## config.mk

```make
export PLATFORM = sky130hd
export DESIGN_NAME = ppu_vram_arbiter
export DESIGN_NICKNAME = d
export VERILOG_FILES = /design/src/rtl/ppu_vram_arbiter.sv
export SDC_FILE = /design/constraint.sdc
export NUM_CORES = 1
export LEC_CHECK = 0
export CAP_MARGIN = 10
export CORE_MARGIN = 4
export CORE_UTILIZATION = 25
export DETAILED_ROUTE_END_ITERATION = 8
export GPL_ROUTABILITY_DRIVEN = 0
export SETUP_SLACK_MARGIN = 0.05
export SYNTH_ARGS = -nofsm -noshare
export SYNTH_HDL_FRONTEND = slang
export SYNTH_SLANG_ARGS = --single-unit
export TNS_END_PERCENT = 5
```

## constraint.sdc

```tcl
create_clock -name clk -period 4 [get_ports clk]
set_clock_uncertainty 0.1 [all_clocks]
set_input_delay 0.8 -clock clk [delete_from_list [all_inputs] [get_ports clk]]
set_output_delay 0.8 -clock clk [all_outputs]
set_load 0.03 [all_outputs]
```

## src/rtl/ppu_vram_arbiter.sv

```systemverilog
//-----------------------------------------------------------------------------
// ppu_vram_arbiter
//
// Owns the PPU's single VRAM port and shares it between the scanline renderer
// and the CPU PPUDATA path. The renderer gets the port for a whole scanline.
// CPU reads wait until the port is free. CPU writes are either queued in a
// small FIFO or served directly, depending on the build.
//
// Build option:
//   PPU_ARB_WRITE_FIFO_EN  defined   -> CPU writes are queued in a FIFO of
//                                       FIFO_DEPTH entries and acked on push.
//                          undefined -> no FIFO. A write is served from IDLE
//                                       and acked in the cycle mem_we is high.
//                                       fifo_level is tied to 0.
//
// Parameters:
//   FIFO_DEPTH   CPU write-queue entries (power of two, 2..16)
//
// Ports:
//   clk           system clock, rising edge
//   reset         asynchronous, active-low reset
//   render_req    renderer wants the port (held for a whole scanline)
//   render_addr   renderer fetch address
//   render_grant  renderer owns the port
//   cpu_req       CPU access request, held until cpu_ack
//   cpu_we        1 = write, 0 = read
//   cpu_addr      CPU VRAM address
//   cpu_wdata     CPU write data
//   cpu_ack       one-cycle pulse: write accepted or read data valid
//   cpu_rdata     read data, valid with cpu_ack, held until the next read
//   mem_addr      VRAM address, bits [15:14] always 0
//   mem_wdata     VRAM write data
//   mem_we        VRAM write strobe
//   mem_rdata     VRAM read data, valid one cycle after mem_addr
//   fifo_level    number of queued CPU writes
//-----------------------------------------------------------------------------
`timescale 1ns/1ps

module ppu_vram_arbiter #(
  parameter int FIFO_DEPTH = 4
) (
  input  logic        clk,
  input  logic        reset,
  input  logic        render_req,
  input  logic [15:0] render_addr,
  output logic        render_grant,
  input  logic        cpu_req,
  input  logic        cpu_we,
  input  logic [15:0] cpu_addr,
  input  logic [7:0]  cpu_wdata,
  output logic        cpu_ack,
  output logic [7:0]  cpu_rdata,
  output logic [15:0] mem_addr,
  output logic [7:0]  mem_wdata,
  output logic        mem_we,
  input  logic [7:0]  mem_rdata,
  output logic [4:0]  fifo_level
);

  typedef enum logic [2:0] {
    S_IDLE,
    S_RENDER,
    S_CPU_WR,
    S_CPU_RD_ADDR,
    S_CPU_RD_DATA
  } state_t;

  localparam logic [4:0] DEPTH_L = FIFO_DEPTH[4:0];

  state_t      r_state;
  logic        r_render_grant;
  logic        r_cpu_ack;
  logic [7:0]  r_cpu_rdata;
  logic [15:0] r_mem_addr;
  logic [7:0]  r_mem_wdata;
  logic        r_mem_we;

  // A request still high during its own ack cycle is the one just served,
  // not a new one, so it is masked for that cycle.
  logic w_cpu_rd;
  logic w_cpu_wr;
  assign w_cpu_rd = cpu_req & ~cpu_we & ~r_cpu_ack;
  assign w_cpu_wr = cpu_req &  cpu_we & ~r_cpu_ack;

  logic        w_idle_free;   // IDLE and the renderer is not asking
  logic        w_wr_start;    // IDLE -> CPU_WR this cycle
  logic [13:0] w_wr_addr;
  logic [7:0]  w_wr_data;
  logic        w_wr_ack;      // write ack to register this cycle
  logic        w_rd_ok;       // a read may start (no older writes pending)
  logic        w_unused;

  assign w_idle_free = (r_state == S_IDLE) && !render_req;

`ifdef PPU_ARB_WRITE_FIFO_EN
  localparam int PTR_W = $clog2(FIFO_DEPTH);

  logic [13:0]      r_fifo_addr [FIFO_DEPTH];
  logic [7:0]       r_fifo_data [FIFO_DEPTH];
  logic [PTR_W-1:0] r_wr_ptr;
  logic [PTR_W-1:0] r_rd_ptr;
  logic [4:0]       r_level;
  logic             w_full;
  logic             w_empty;
  logic             w_push;

  assign w_full     = (r_level == DEPTH_L);
  assign w_empty    = (r_level == 5'd0);
  assign w_push     = w_cpu_wr & ~w_full;
  assign w_wr_start = w_idle_free & ~w_empty;
  assign w_wr_addr  = r_fifo_addr[r_rd_ptr];
  assign w_wr_data  = r_fifo_data[r_rd_ptr];
  assign w_wr_ack   = w_push;
  assign w_rd_ok    = w_empty;
  assign fifo_level = r_level;
  assign w_unused   = ^{render_addr[15:14], cpu_addr[15:14]};

  // NOTE: the FIFO storage has no reset; the pointers and level decide which
  // entries are valid, so clearing the data would only cost reset fan-out.
  always_ff @(posedge clk) begin
    if (w_push) begin
      r_fifo_addr[r_wr_ptr] <= cpu_addr[13:0];
      r_fifo_data[r_wr_ptr] <= cpu_wdata;
    end
  end

  // Pointers wrap naturally because the depth is a power of two.
  always_ff @(posedge clk or negedge reset) begin
    if (!reset) begin
      r_wr_ptr <= '0;
      r_rd_ptr <= '0;
      r_level  <= 5'd0;
    end else begin
      if (w_push)     r_wr_ptr <= r_wr_ptr + 1'b1;
      if (w_wr_start) r_rd_ptr <= r_rd_ptr + 1'b1;
      case ({w_push, w_wr_start})
        2'b10:   r_level <= r_level + 5'd1;
        2'b01:   r_level <= r_level - 5'd1;
        default: r_level <= r_level;
      endcase
    end
  end
`else
  assign w_wr_start = w_idle_free & w_cpu_wr;
  assign w_wr_addr  = cpu_addr[13:0];
  assign w_wr_data  = cpu_wdata;
  assign w_wr_ack   = w_wr_start;
  assign w_rd_ok    = 1'b1;
  assign fifo_level = 5'd0;
  assign w_unused   = ^{render_addr[15:14], cpu_addr[15:14], DEPTH_L};
`endif

  // NOTE: state and outputs use non-blocking assignments so every flop
  // samples the pre-edge values, independent of statement order.
  always_ff @(posedge clk or negedge reset) begin
    if (!reset) begin
      r_state        <= S_IDLE;
      r_render_grant <= 1'b0;
      r_cpu_ack      <= 1'b0;
      r_cpu_rdata    <= 8'h00;
      r_mem_addr     <= 16'h0000;
      r_mem_wdata    <= 8'h00;
      r_mem_we       <= 1'b0;
    end else begin
      r_mem_we  <= 1'b0;
      r_cpu_ack <= w_wr_ack;
      case (r_state)
        S_IDLE: begin
          if (render_req) begin
            r_state        <= S_RENDER;
            r_render_grant <= 1'b1;
          end else if (w_wr_start) begin
            r_state     <= S_CPU_WR;
            r_mem_addr  <= {2'b00, w_wr_addr};
            r_mem_wdata <= w_wr_data;
            r_mem_we    <= 1'b1;
          end else if (w_cpu_rd && w_rd_ok) begin
            r_state    <= S_CPU_RD_ADDR;
            r_mem_addr <= {2'b00, cpu_addr[13:0]};
          end
        end
        S_RENDER: begin
          if (!render_req) begin
            r_state        <= S_IDLE;
            r_render_grant <= 1'b0;
          end
        end
        S_CPU_WR:      r_state <= S_IDLE;
        S_CPU_RD_ADDR: r_state <= S_CPU_RD_DATA;
        S_CPU_RD_DATA: begin
          r_cpu_rdata <= mem_rdata;
          r_cpu_ack   <= 1'b1;
          r_state     <= S_IDLE;
        end
        default: r_state <= S_IDLE;
      endcase
    end
  end

  // While rendering, the renderer's address goes straight to memory so its
  // fetch sequencer sees no extra pipeline stage.
  assign render_grant = r_render_grant;
  assign mem_addr     = r_render_grant ? {2'b00, render_addr[13:0]} : r_mem_addr;
  assign mem_wdata    = r_mem_wdata;
  assign mem_we       = r_mem_we;
  assign cpu_ack      = r_cpu_ack;
  assign cpu_rdata    = r_cpu_rdata;

endmodule

```

==> results.json <==
{
  "status": "finished, final reports clean",
  "worstPathRequired_ns": 3.10,
  "syn_area_mm2": 0.001615,
  "period_needed_ns": 2.988,
  "start_util": 0.2558,
  "clkLatencyLatePin_ns": 0.28,
  "synth.most_common_cell": "dfrtp_1",
  "fp.coreArea_mm2": 0.006314,
  "grt.total_usage": 0.09791,
  "fillCellCount": 611,
  "clockPowerShare": 0.188,
  "cp-startpoint": "render_grant$_DFFE_PN0P_",
  "yosys-top-cells-count": "36 x dfrtp_1, 35 x mux2_2, 9 x mux2_4",
  "viasPerCell": 4.201,
  "reg2reg_to": "mem_wdata[6]$_DFFE_PN0P_",
  "dp_hpwl_um": 2745,
  "hold_buffers": 0,
  "cts_max_path_buffers": 2,
  "powerDensity_mw_per_mm2": 579.9,
  "grt_overflow_total": 0,
  "netSwitchingPower_mw": 0.5110,
  "htreeDepth": 2,
  "drtIter0Drc": 15,
  "grt_antenna_before_repair": 0,
  "timing.rr.start": "r_state[0]$_DFFE_PN0P_",
  "clock.fmax_mhz": 334.7,
  "cts_setup_buffers": 0,
  "area_growth_pct": 58.02,
  "portBuffers": 81,
  "power.share.combinational": 0.443,
  "drc": 0,
  "setup_viol": 0,
  "crit_slowest_cell": "dfrtp_1",
  "crit_chain": "mux2_2 > clkdlybuf4s50_1",
  "post-route-util": 0.4043,
  "ir_drop_mv": 0.3485,
  "seq_area_frac_synth": 0.5577,
  "synth_cells": 108,
  "async_reset_ff_frac": 1.000,
  "r2r_setup_slack_ns": 2.24,
  "endpoint": "mem_addr[1]",
  "ctsRootBufferMaster": "clkbuf_8",
  "cts-resized-gates": 0,
  "final.period_utilization": 0.7470,
  "ant_nets": 0,
  "grt_pass1_wl_um": 5782,
  "grt_pass1_vias": 1178,
  "fin_ws_ns": 1.012,
  "cp_max_fo": 17,
  "die_y_um": 88.38,
  "place_ws_ns": 1.038,
  "startpoint_type": "flop",
  "max_stage_delay_ns": 0.80,
  "synthTopCellsByArea": "dfrtp_1 56%, mux2_2 24%, mux2_4 8.4%",
  "synth_ff_type": "dfrtp_1",
  "cp.arrival_ns": 2.09,
  "yosys_warnings": 0,
  "max_cap_viol_count": 0,
  "die_x_um": 88.38,
  "ys_ff_latch": 36,
  "endpoint_kind": "primary output",
  "diodes": 0,
  "hold_viol": 0,
  "path_clk_slew_ns": 0.07,
  "leakage_nw": 1.099,
  "critPathKind": "reg2out",
  "vias": 1126,
  "cts_buffers": 5,
  "io_pins": 93,
  "syn_avg_cell_area_um2": 14.96,
  "die_area_mm2": 0.007811,
  "final_net_count": 244,
  "fin_tns_setup_ns": 0,
  "ys_types": 21,
  "yosysTopAreaCell": "dfrtp_1",
  "max_slew_margin": 0.4389,
  "switching_share": 0.3452,
  "p_int_mw": 0.9692,
  "wl_um": 3782,
  "synth_edf_count": 0,
  "drtPass1Iterations": 4,
  "hp-class": "reg2reg",
  "worst_slew_pin_slew_ns": 0.8416,
  "num_rows": 29,
  "grt_max_degree": 37,
  "seqPwrFrac": 0.368,
  "cts_sinks": 36,
  "cts_tree": "built",
  "drive_gt1_frac": 0.2984,
  "worst_hold_slack_ns": 0.4046,
  "rsz0062_at_grt": "no",
  "r2r_cells": 3,
  "maxSlewViolCount": 0,
  "synthDominantCellAreaShare": 0.5577,
  "wl_per_cell_um": 14.11
}
-- cell type report --
| class | instances | area (um^2) | area share |
|---|---|---|---|
| clock buffers | 7 | 96.34 | 0.03775 |
| inverters | 1 | 3.754 | 0.001471 |
| multi-input cells | 66 | 649.4 | 0.2544 |
| flip-flops and latches | 36 | 900.9 | 0.3529 |
| well taps | 77 | 96.34 | 0.03775 |
| repair buffers | 81 | 805.8 | 0.3157 |
-- routing by layer --
| layer | vias to the layer above | global-route usage | part of all wire |
|---|---|---|---|
| met4 | 0 | 0.03297 | 0.012 |
| li1 | 530 | - | - |
| met1 | 539 | 0.1219 | 0.42 |
| met5 | - | 0 | 0 |
| met2 | 53 | 0.1407 | 0.45 |
| met3 | 4 | 0.05866 | 0.12 |
-- flip-flops by register name (all words and copies together), names as in the netlist --
signal / count
cpu_ack: 1
cpu_rdata: 8
mem_wdata: 8
mem_we: 1
r_mem_addr: 14
r_state: 3
render_grant: 1
-- cell usage in the layout, fill, tap and decap left out --
master | Yosys | layout
inv_1 | 1 | 1
nor3b_2 | 1 | 1
nor2b_1 | 1 | 1
clkbuf_8 | 0 | 7
or2_2 | 1 | 1
buf_2 | 1 | 1
nor4_2 | 1 | 1
nor2_1 | 3 | 3
clkdlybuf4s50_1 | 0 | 80
o21ai_0 | 1 | 1
conb_1 | 1 | 7
nand2_1 | 1 | 1
a21oi_1 | 2 | 2
o31ai_1 | 1 | 1
nand2_2 | 1 | 1
and3_2 | 1 | 1
dfrtp_1 | 36 | 36
nor3_1 | 1 | 1
mux2_4 | 9 | 9
mux2_2 | 35 | 35
-- cells by family (layout without fill, tap and decap cells) --
family,Yosys count,after routing,share of synthesized area
mux,44,44,0.3277
simple gates,11,11,0.04415
flops,36,36,0.5577
other cells,1,7,0.002322
compound gates,4,4,0.01394
buf+inv,12,89,0.05421
-- power groups by stage --
stage	logic, mW	clock network (mW)	registers (mW)
after CTS	0.665	0.295	0.548
after global routing	0.691	0.311	0.562
after floorplan	0.279	0	0.659
after global placement	0.659	0	0.550
after detailed placement	0.661	0	0.554
final	0.656	0.279	0.545
-- worst max-delay path: cells and delay by family, from the launching register on --
| kind | cells | cell delay (ns) |
|---|---|---|
| flip-flops | 1 | 0.80 |
| buffers and inverters | 1 | 0.60 |
| multiplexers | 1 | 0.41 |
-- metrics by stage --
stage | std cells | cell area, um^2 | total power, mW
finish | 268 | 2552 | 1.480
detailed placement | 261 | 2456 | 1.215
CTS | 268 | 2552 | 1.508
global placement | 261 | 2456 | 1.209
global route | 268 | 2552 | 1.565
floorplan | 114 | 1638 | 0.9385
-- worst min path at each step --
stage                              start                   endpoint  slack (ns)  cells after the start
2_1_floorplan  r_mem_addr[0]$_DFFE_PN0P_  r_mem_addr[0]$_DFFE_PN0P_        0.38                      1
3_3_place_gp    cpu_rdata[2]$_DFFE_PN0N_   cpu_rdata[2]$_DFFE_PN0N_        0.39                      1
3_5_place_dp    cpu_rdata[4]$_DFFE_PN0N_   cpu_rdata[4]$_DFFE_PN0N_        0.39                      1
4_1_cts         mem_wdata[2]$_DFFE_PN0P_   mem_wdata[2]$_DFFE_PN0P_        0.41                      1
5_1_grt         mem_wdata[2]$_DFFE_PN0P_   mem_wdata[2]$_DFFE_PN0P_        0.42                      1
6_report        mem_wdata[2]$_DFFE_PN0P_   mem_wdata[2]$_DFFE_PN0P_        0.40                      1
No activity file was read; power rests on OpenSTA's default activity.
